--- src/rtl/softmax_wb_ctrl_if.sv ---
// Write-back bus between the softmax controller/divider and the output-memory writer.
// The master drives the handshake and data; the slave owns the memory port and status.
interface softmax_wb_ctrl_if #(
    parameter int AW = 10,
    parameter int DW = 32
);
    logic          wb_ena;
    logic          wb_stall;
    logic [DW-1:0] data_in;
    logic          wr_ena;
    logic [AW-1:0] wr_addr;
    logic [DW-1:0] wr_data;
    logic          process_done;
    logic          busy;
    logic          err_overrun;

    modport master (
        output wb_ena, wb_stall, data_in,
        input  wr_ena, wr_addr, wr_data, process_done, busy, err_overrun
    );

    modport slave (
        input  wb_ena, wb_stall, data_in,
        output wr_ena, wr_addr, wr_data, process_done, busy, err_overrun
    );
endinterface

--- src/rtl/softmax_wb_ctrl.sv ---
// Softmax write-back controller: writes one frame of DATA_SIZE probability words to
// output memory at consecutive addresses, with fully registered outputs.
module softmax_wb_ctrl #(
    parameter int DATA_SIZE = 1024,
    parameter int AW        = 10,
    parameter int DW        = 32
) (
    input  logic              clk,
    input  logic              rst,
    softmax_wb_ctrl_if.slave  bus
);
    typedef enum logic [1:0] {IDLE, WRITE, DONE} state_t;

    localparam logic [AW-1:0] LAST = AW'(DATA_SIZE - 1);

    state_t        state;
    logic [AW-1:0] cnt;
    logic          accept;

    always_comb begin
        accept = bus.wb_ena & ~bus.wb_stall;
    end

    always_ff @(posedge clk or posedge rst) begin
        if (rst) begin
            state            <= IDLE;
            cnt              <= '0;
            bus.wr_ena       <= 1'b0;
            bus.wr_addr      <= '0;
            bus.wr_data      <= '0;
            bus.process_done <= 1'b0;
            bus.busy         <= 1'b0;
            bus.err_overrun  <= 1'b0;
        end else begin
            bus.wr_ena       <= 1'b0;
            bus.process_done <= 1'b0;
            case (state)
                IDLE: begin
                    if (accept) begin
                        bus.wr_ena  <= 1'b1;
                        bus.wr_addr <= '0;
                        bus.wr_data <= bus.data_in;
                        if (DATA_SIZE == 1) begin
                            state            <= DONE;
                            cnt              <= '0;
                            bus.process_done <= 1'b1;
                            bus.busy         <= 1'b0;
                        end else begin
                            state    <= WRITE;
                            cnt      <= AW'(1);
                            bus.busy <= 1'b1;
                        end
                    end
                end
                WRITE: begin
                    // A stall or dropped enable simply holds cnt; the frame never aborts.
                    if (accept) begin
                        bus.wr_ena  <= 1'b1;
                        bus.wr_addr <= cnt;
                        bus.wr_data <= bus.data_in;
                        if (cnt == LAST) begin
                            state            <= DONE;
                            cnt              <= '0;
                            bus.process_done <= 1'b1;
                            bus.busy         <= 1'b0;
                        end else begin
                            cnt <= cnt + AW'(1);
                        end
                    end
                end
                DONE: begin
                    if (!bus.wb_ena) begin
                        state <= IDLE;
                    end else if (accept) begin
                        bus.err_overrun <= 1'b1;
                    end
                end
                default: begin
                    state    <= IDLE;
                    cnt      <= '0;
                    bus.busy <= 1'b0;
                end
            endcase
        end
    end
endmodule

--- src/flat_wrapper.sv ---
// flat-port wrapper written by rule: the top's interface ports become plain ports
module softmax_wb_ctrl_flat 
#(
    parameter int DATA_SIZE = 1024,
    parameter int AW        = 10,
    parameter int DW        = 32
)
  (clk, rst, bus_wb_ena, bus_wb_stall, bus_data_in, bus_wr_ena, bus_wr_addr, bus_wr_data, bus_process_done, bus_busy, bus_err_overrun);
  softmax_wb_ctrl_if #(.AW(AW), .DW(DW)) bus_i ();
  input  logic clk;
  input  logic rst;
  input wire logic [$bits(bus_i.wb_ena)-1:0] bus_wb_ena;
  input wire logic [$bits(bus_i.wb_stall)-1:0] bus_wb_stall;
  input wire logic [$bits(bus_i.data_in)-1:0] bus_data_in;
  output wire logic [$bits(bus_i.wr_ena)-1:0] bus_wr_ena;
  output wire logic [$bits(bus_i.wr_addr)-1:0] bus_wr_addr;
  output wire logic [$bits(bus_i.wr_data)-1:0] bus_wr_data;
  output wire logic [$bits(bus_i.process_done)-1:0] bus_process_done;
  output wire logic [$bits(bus_i.busy)-1:0] bus_busy;
  output wire logic [$bits(bus_i.err_overrun)-1:0] bus_err_overrun;
  assign bus_i.wb_ena = bus_wb_ena;
  assign bus_i.wb_stall = bus_wb_stall;
  assign bus_i.data_in = bus_data_in;
  assign bus_wr_ena = bus_i.wr_ena;
  assign bus_wr_addr = bus_i.wr_addr;
  assign bus_wr_data = bus_i.wr_data;
  assign bus_process_done = bus_i.process_done;
  assign bus_busy = bus_i.busy;
  assign bus_err_overrun = bus_i.err_overrun;
  softmax_wb_ctrl #(.DATA_SIZE(DATA_SIZE), .AW(AW), .DW(DW)) u_core (.clk(clk), .rst(rst), .bus(bus_i));
endmodule
--- config.mk ---
export PLATFORM = sky130hd
export DESIGN_NAME = softmax_wb_ctrl_flat
export DESIGN_NICKNAME = d
export VERILOG_FILES = /design/src/rtl/softmax_wb_ctrl_if.sv /design/src/rtl/softmax_wb_ctrl.sv /design/src/flat_wrapper.sv
export SDC_FILE = /design/constraint.sdc
export NUM_CORES = 1
export LEC_CHECK = 0
export CORE_ASPECT_RATIO = 0.5
export CORE_MARGIN = 1
export CORE_UTILIZATION = 45
export DETAILED_ROUTE_END_ITERATION = 7
export PLACE_DENSITY = 0.79
export SLEW_MARGIN = 20
export SYNTH_ARGS = -nofsm -noshare
export SYNTH_HDL_FRONTEND = slang
export SYNTH_SLANG_ARGS = --single-unit
export TNS_END_PERCENT = 20
--- constraint.sdc ---
create_clock -name clk -period 2.5 [get_ports clk]
set_input_delay 0.5 -clock clk [delete_from_list [all_inputs] [get_ports clk]]
set_output_delay 0.5 -clock clk [all_outputs]
set_load 0.02 [all_outputs]
Yosys cells after proc, flatten, opt, wreduce, memory -nomap -nowiden
Index checks and enable logic that the tools add are counted.
{"block": "classes", "n_addsub": 1, "eq_ne": 7, "muxes": 21, "bitwise": 3, "reduce_logical": 9}
{"op": "2-to-1 mux 10 bit", "n": 5}
{"op": "one-hot mux 10 bit (3 select lines)", "n": 1}
{"op": "one-hot mux 10 bit (2 select lines)", "n": 1}
{"op": "adder 10 x 1 -> 10 bit, second input constant", "n": 1}
{"op": "equality test 10 bit, second input constant", "n": 1}
{"op": "AND reduction 3 bit", "n": 3}
{"op": "2-to-1 mux 1 bit", "n": 8}
{"op": "2-to-1 mux 2 bit", "n": 4}
{"op": "AND reduction 4 bit", "n": 2}
{"op": "inequality test 2 x 1 -> 1 bit, second input constant", "n": 3}
{"op": "one-hot mux 2 bit (3 select lines)", "n": 1}
{"op": "one-hot mux 1 bit (3 select lines)", "n": 1}
{"op": "equality test 2 x 1 -> 1 bit, second input constant", "n": 1}
{"op": "equality test 2 bit, second input constant", "n": 1}
{"op": "zero test 2 bit", "n": 1}
{"op": "inequality test 2 bit, second input constant", "n": 1}
{"op": "inverter 1 bit", "n": 2}
{"op": "AND reduction 2 bit", "n": 1}
{"op": "nonzero test 2 bit", "n": 1}
{"op": "OR reduction 2 bit", "n": 1}
{"op": "AND 1 bit", "n": 1}
{"block": "totals", "register_bits": 58, "input_bits": 36, "out_inout_bits": 46, "elab_cells": 49}

Logic depth before layout (Yosys ltp)
{"block": "depth", "ltp_word": 4, "ltp_mapped": 8, "depth_no_buf": 5}

Worst setup path before layout
Ideal clock, no wire load.
{"block": "synth_timing", "path_type": "reg-to-reg", "startpoint": "reg u_core.cnt[0]", "endpoint": "reg u_core.state[1]", "arrival_ns": 1.767, "required_ns": 2.422, "slack_ns": 0.656, "path_stages_with_launch": 7, "n_path_buf": 1, "cell_sequence": "dfrtp_1 ha_1 nand4_1 or3_1 buf_2 or4b_1 a21boi_1"}
{"block": "synth_between", "elab_chain_cells": 3}
{"item": "start, declared", "line": "softmax_wb_ctrl.sv:17", "rtl": "logic [AW-1:0] cnt;"}
{"item": "start signal, assigned", "line": "softmax_wb_ctrl.sv:67", "rtl": "cnt <= cnt + AW'(1);"}
{"item": "equality test 10 bit", "line": "softmax_wb_ctrl.sv:61", "rtl": "if (cnt == LAST) begin"}
{"item": "inequality test 2 x 1 -> 1 bit (no source line)"}
{"item": "AND reduction 4 bit (no source line)"}
{"item": "end signal, assigned", "line": "softmax_wb_ctrl.sv:62", "rtl": "state <= DONE;"}
{"item": "end signal, assigned", "line": "softmax_wb_ctrl.sv:73", "rtl": "state <= IDLE;"}
{"item": "end signal, assigned", "line": "softmax_wb_ctrl.sv:79", "rtl": "state <= IDLE;"}
{"item": "end, declared", "line": "softmax_wb_ctrl.sv:16", "rtl": "state_t state;"}
No other way between the ends.
A chain may end at the register's enable or synchronous reset.

Final worst setup path
Ends and elaborated chain as after synthesis.

==> impl_metrics.ini <==
[clock_network]
hold_buffers = 0
post_cts_buffers = 0
clkSlewWorstSetupHoldPaths_ps = 60
cts_root_buffer = clkbuf_8
insertion_delay_ps = 330
cts_resized = 0
cts_buffers = 9
cts_buffer_depth = 2
cts_tree = done
cts.sink_count = 58
htreeDepth = 3

[global_route]
met2_usage = 0.370
gr-usage-met3 = 0.0545
grt_usage = 0.209
grt_antenna_before_repair = 0
grt.overflow.total = 0
grt_start_max_net_pins = 59
grt_pass1_wl_um = 8870
busiest_layer = met2
grt_pass1_vias = 1996
grtUsageMet1 = 0.243

[setup_path]
cp_slowest_cell = or4b_1
r2r_start = u_core.cnt[0]
arrival_ps = 2320
path_cells = ha_1 > nand4_1 > or3_1 > or4b_1 > a21boi_1
ff2ff_path_depth = 5
crit_required_ps = 2750
r2r-end = u_core.state[1]
r2r_slack_ps = 430
cpPeakStageDelay_ps = 500
endpoint_kind = flop
path_buf_inv = 0
critPathKind = reg -> reg
worstPathMaxFanout = 7
critPathTopFamily = simple AND/OR/NAND/NOR gates
startpoint_type = flop

[sta]
grt_setup_unrepaired = no
min_period_ps = 2070
finalWorstSetupSlack_ps = 427
finClkSkew_ps = 4.56
relSlewSlack = 0.687
fin_crit_sh = 0.829
final_max_slew_viol_count = 0
fmaxAchievable_ghz = 0.482
tightest_slew_ps = 466
setup_viol = 0
hold_viol = 0
finalSetupTns_ps = 0

[job]
drv_cap = 0

[die]
num_rows = 18
die_y_um = 53.8
die_area_sq_um = 5690
die_w_um = 106
pin_count = 82
initial_core_util = 0.479
coreArea_sq_um = 5040

[placed_design]
dp_cells = 405
hpwl_um = 3980
port_buffers = 81
dp_slack_ps = 168
gp_congestion = 0.912

[synth]
synth_top_area_frac = 0.600
ys_warn_count = 0
synth.distinct_cells = 33
synth_area_per_cell_sq_um = 9.20
synth.area.top_cells = dfrtp_1, nand2_1, nand3_1
synthFlopType = dfrtp_1
netlist_instances = 263
synth_edf_count = 0
synth_commonest_cells = nand2_1, dfrtp_1, nand3_1
ys_ff_latch = 58
seq_area_frac_synth = 0.600
syn_area_sq_um = 2420
synth.most_common_cell = nand2_1
synthArstFlopShare = 1.00
syn-num-nets = 300
yosys.area.top_type = dfrtp_1

[detailed_routing]
drc_errors = 0
num_vias = 2066
initialDrtViolationCount = 58
antenna_left = 0
firstDrtPassIters = 5
viasPerCell = 4.94
wirelength_um = 5550
wl_per_cell_um = 13.3

[finish]
stdcell_count = 418
fillCellCount = 403
final_nets = 383
antenna_cells = 0
final_layout_size_suffix_gt1_frac = 0.0603
multi_input_area_sq_um = 878
regArea_sq_um = 1450
syn_to_final_growth_pct = 43.6

[worst_hold_path]
min_path_cells = 2
hp-class = reg -> reg
hold_path_end = u_core.bus.wr_addr[2]
min_from = u_core.bus.wr_addr[2]

[power]
power_leakage_nw = 1.64
power.density_nw_per_um2 = 718
ir_worst_vdd_v = 0.000344

[run_status]
status = completed
-- power breakdown --
group,switching (W),internal (W),total [W]
clock network,0.000325,0.000398,0.000723
registers,0.000102,0.00107,0.00117
logic,0.000306,0.000294,0.000600
total,0.000734,0.00176,0.00249
-- flip-flops by register name, summed over array words and instances (netlist names) --
| name | flops |
|---|---|
| u_core.bus.busy | 1 |
| u_core.bus.wr_addr | 10 |
| u_core.bus.err_overrun | 1 |
| u_core.state | 2 |
| u_core.bus.wr_data | 32 |
| u_core.bus.process_done | 1 |
| u_core.bus.wr_ena | 1 |
| u_core.cnt | 10 |
-- cells in the final DEF (no fill, tap or decap), drive strengths merged --
cell type	synthesis	routed
o21a	1	1
a22o	1	1
and2	2	2
inv	4	4
or3	1	1
a21oi	2	2
clkbuf	6	13
nor2	11	11
xnor2	4	4
a2111oi	1	1
or4b	1	1
ha	1	1
o2111ai	2	2
o22ai	3	3
o21bai	2	2
dfrtp	58	58
nand2b	3	3
nand4	2	2
o21ai	3	3
nor4	1	1
nand2	121	121
nor3	1	1
a21o	1	1
xor2	2	2
a211oi	5	5
clkdlybuf4s50	0	81
or3b	1	1
buf	9	6
a21boi	1	1
nand3	13	13
-- per-layer routing --
| metal | up-vias | share of wire |
|---|---|---|
| met5 | - | 0 |
| met4 | 0 | 0.020 |
| met3 | 11 | 0.050 |
| met2 | 62 | 0.48 |
| met1 | 984 | 0.45 |
| li1 | 1009 | - |
-- through the flow --
step                       util  hold slack [ps]  cell area, sq um  power, W
after floorplan               -              496              2420   0.00147
after global placement    0.657              457              3310   0.00177
after detailed placement  0.657              456              3310   0.00179
after CTS                 0.688              469              3470   0.00251
after global routing      0.688              487              3470   0.00262
final                     0.688              462              3470   0.00249
-- worst reg2reg max path: cells and delay by family, from the launching register on --
kind / cells / cell delay, ps
compound gates: 1 / 160
fa+ha+maj: 1 / 230
flops: 1 / 460
simple gates: 3 / 1150
-- logic make-up after synthesis --
kind of cell / count (synthesis) / synth area share
AOI/OAI and AO/OA: 22 / 0.0714
xor gates and xnor gates: 6 / 0.0217
adders and majority gates: 1 / 0.00517
buffers and inverters: 19 / 0.0367
DFF: 58 / 0.600
and+or+nand+nor: 157 / 0.265
-- how the worst max path moves through the flow --
stage                  startpoint               to  slack [ps]  cells after the start
floorplan                     rst  u_core.bus.busy         570                      1
global placement       bus_wb_ena  u_core.state[0]         190                      6
detailed placement     bus_wb_ena  u_core.state[0]         170                      6
CTS                 u_core.cnt[0]  u_core.state[1]         440                      5
global route        u_core.cnt[0]  u_core.state[1]         300                      5
finish              u_core.cnt[0]  u_core.state[1]         430                      5
-- cell type report --
| type | instances | share of cell area |
|---|---|---|
| well taps | 70 | 0.0252 |
| clock buffers | 13 | 0.0458 |
| inverters | 4 | 0.00432 |
| multi-input cells | 186 | 0.253 |
| flip-flops and latches | 58 | 0.418 |
| repair buffers | 87 | 0.254 |
No activity file was read; power rests on OpenSTA's default activity.
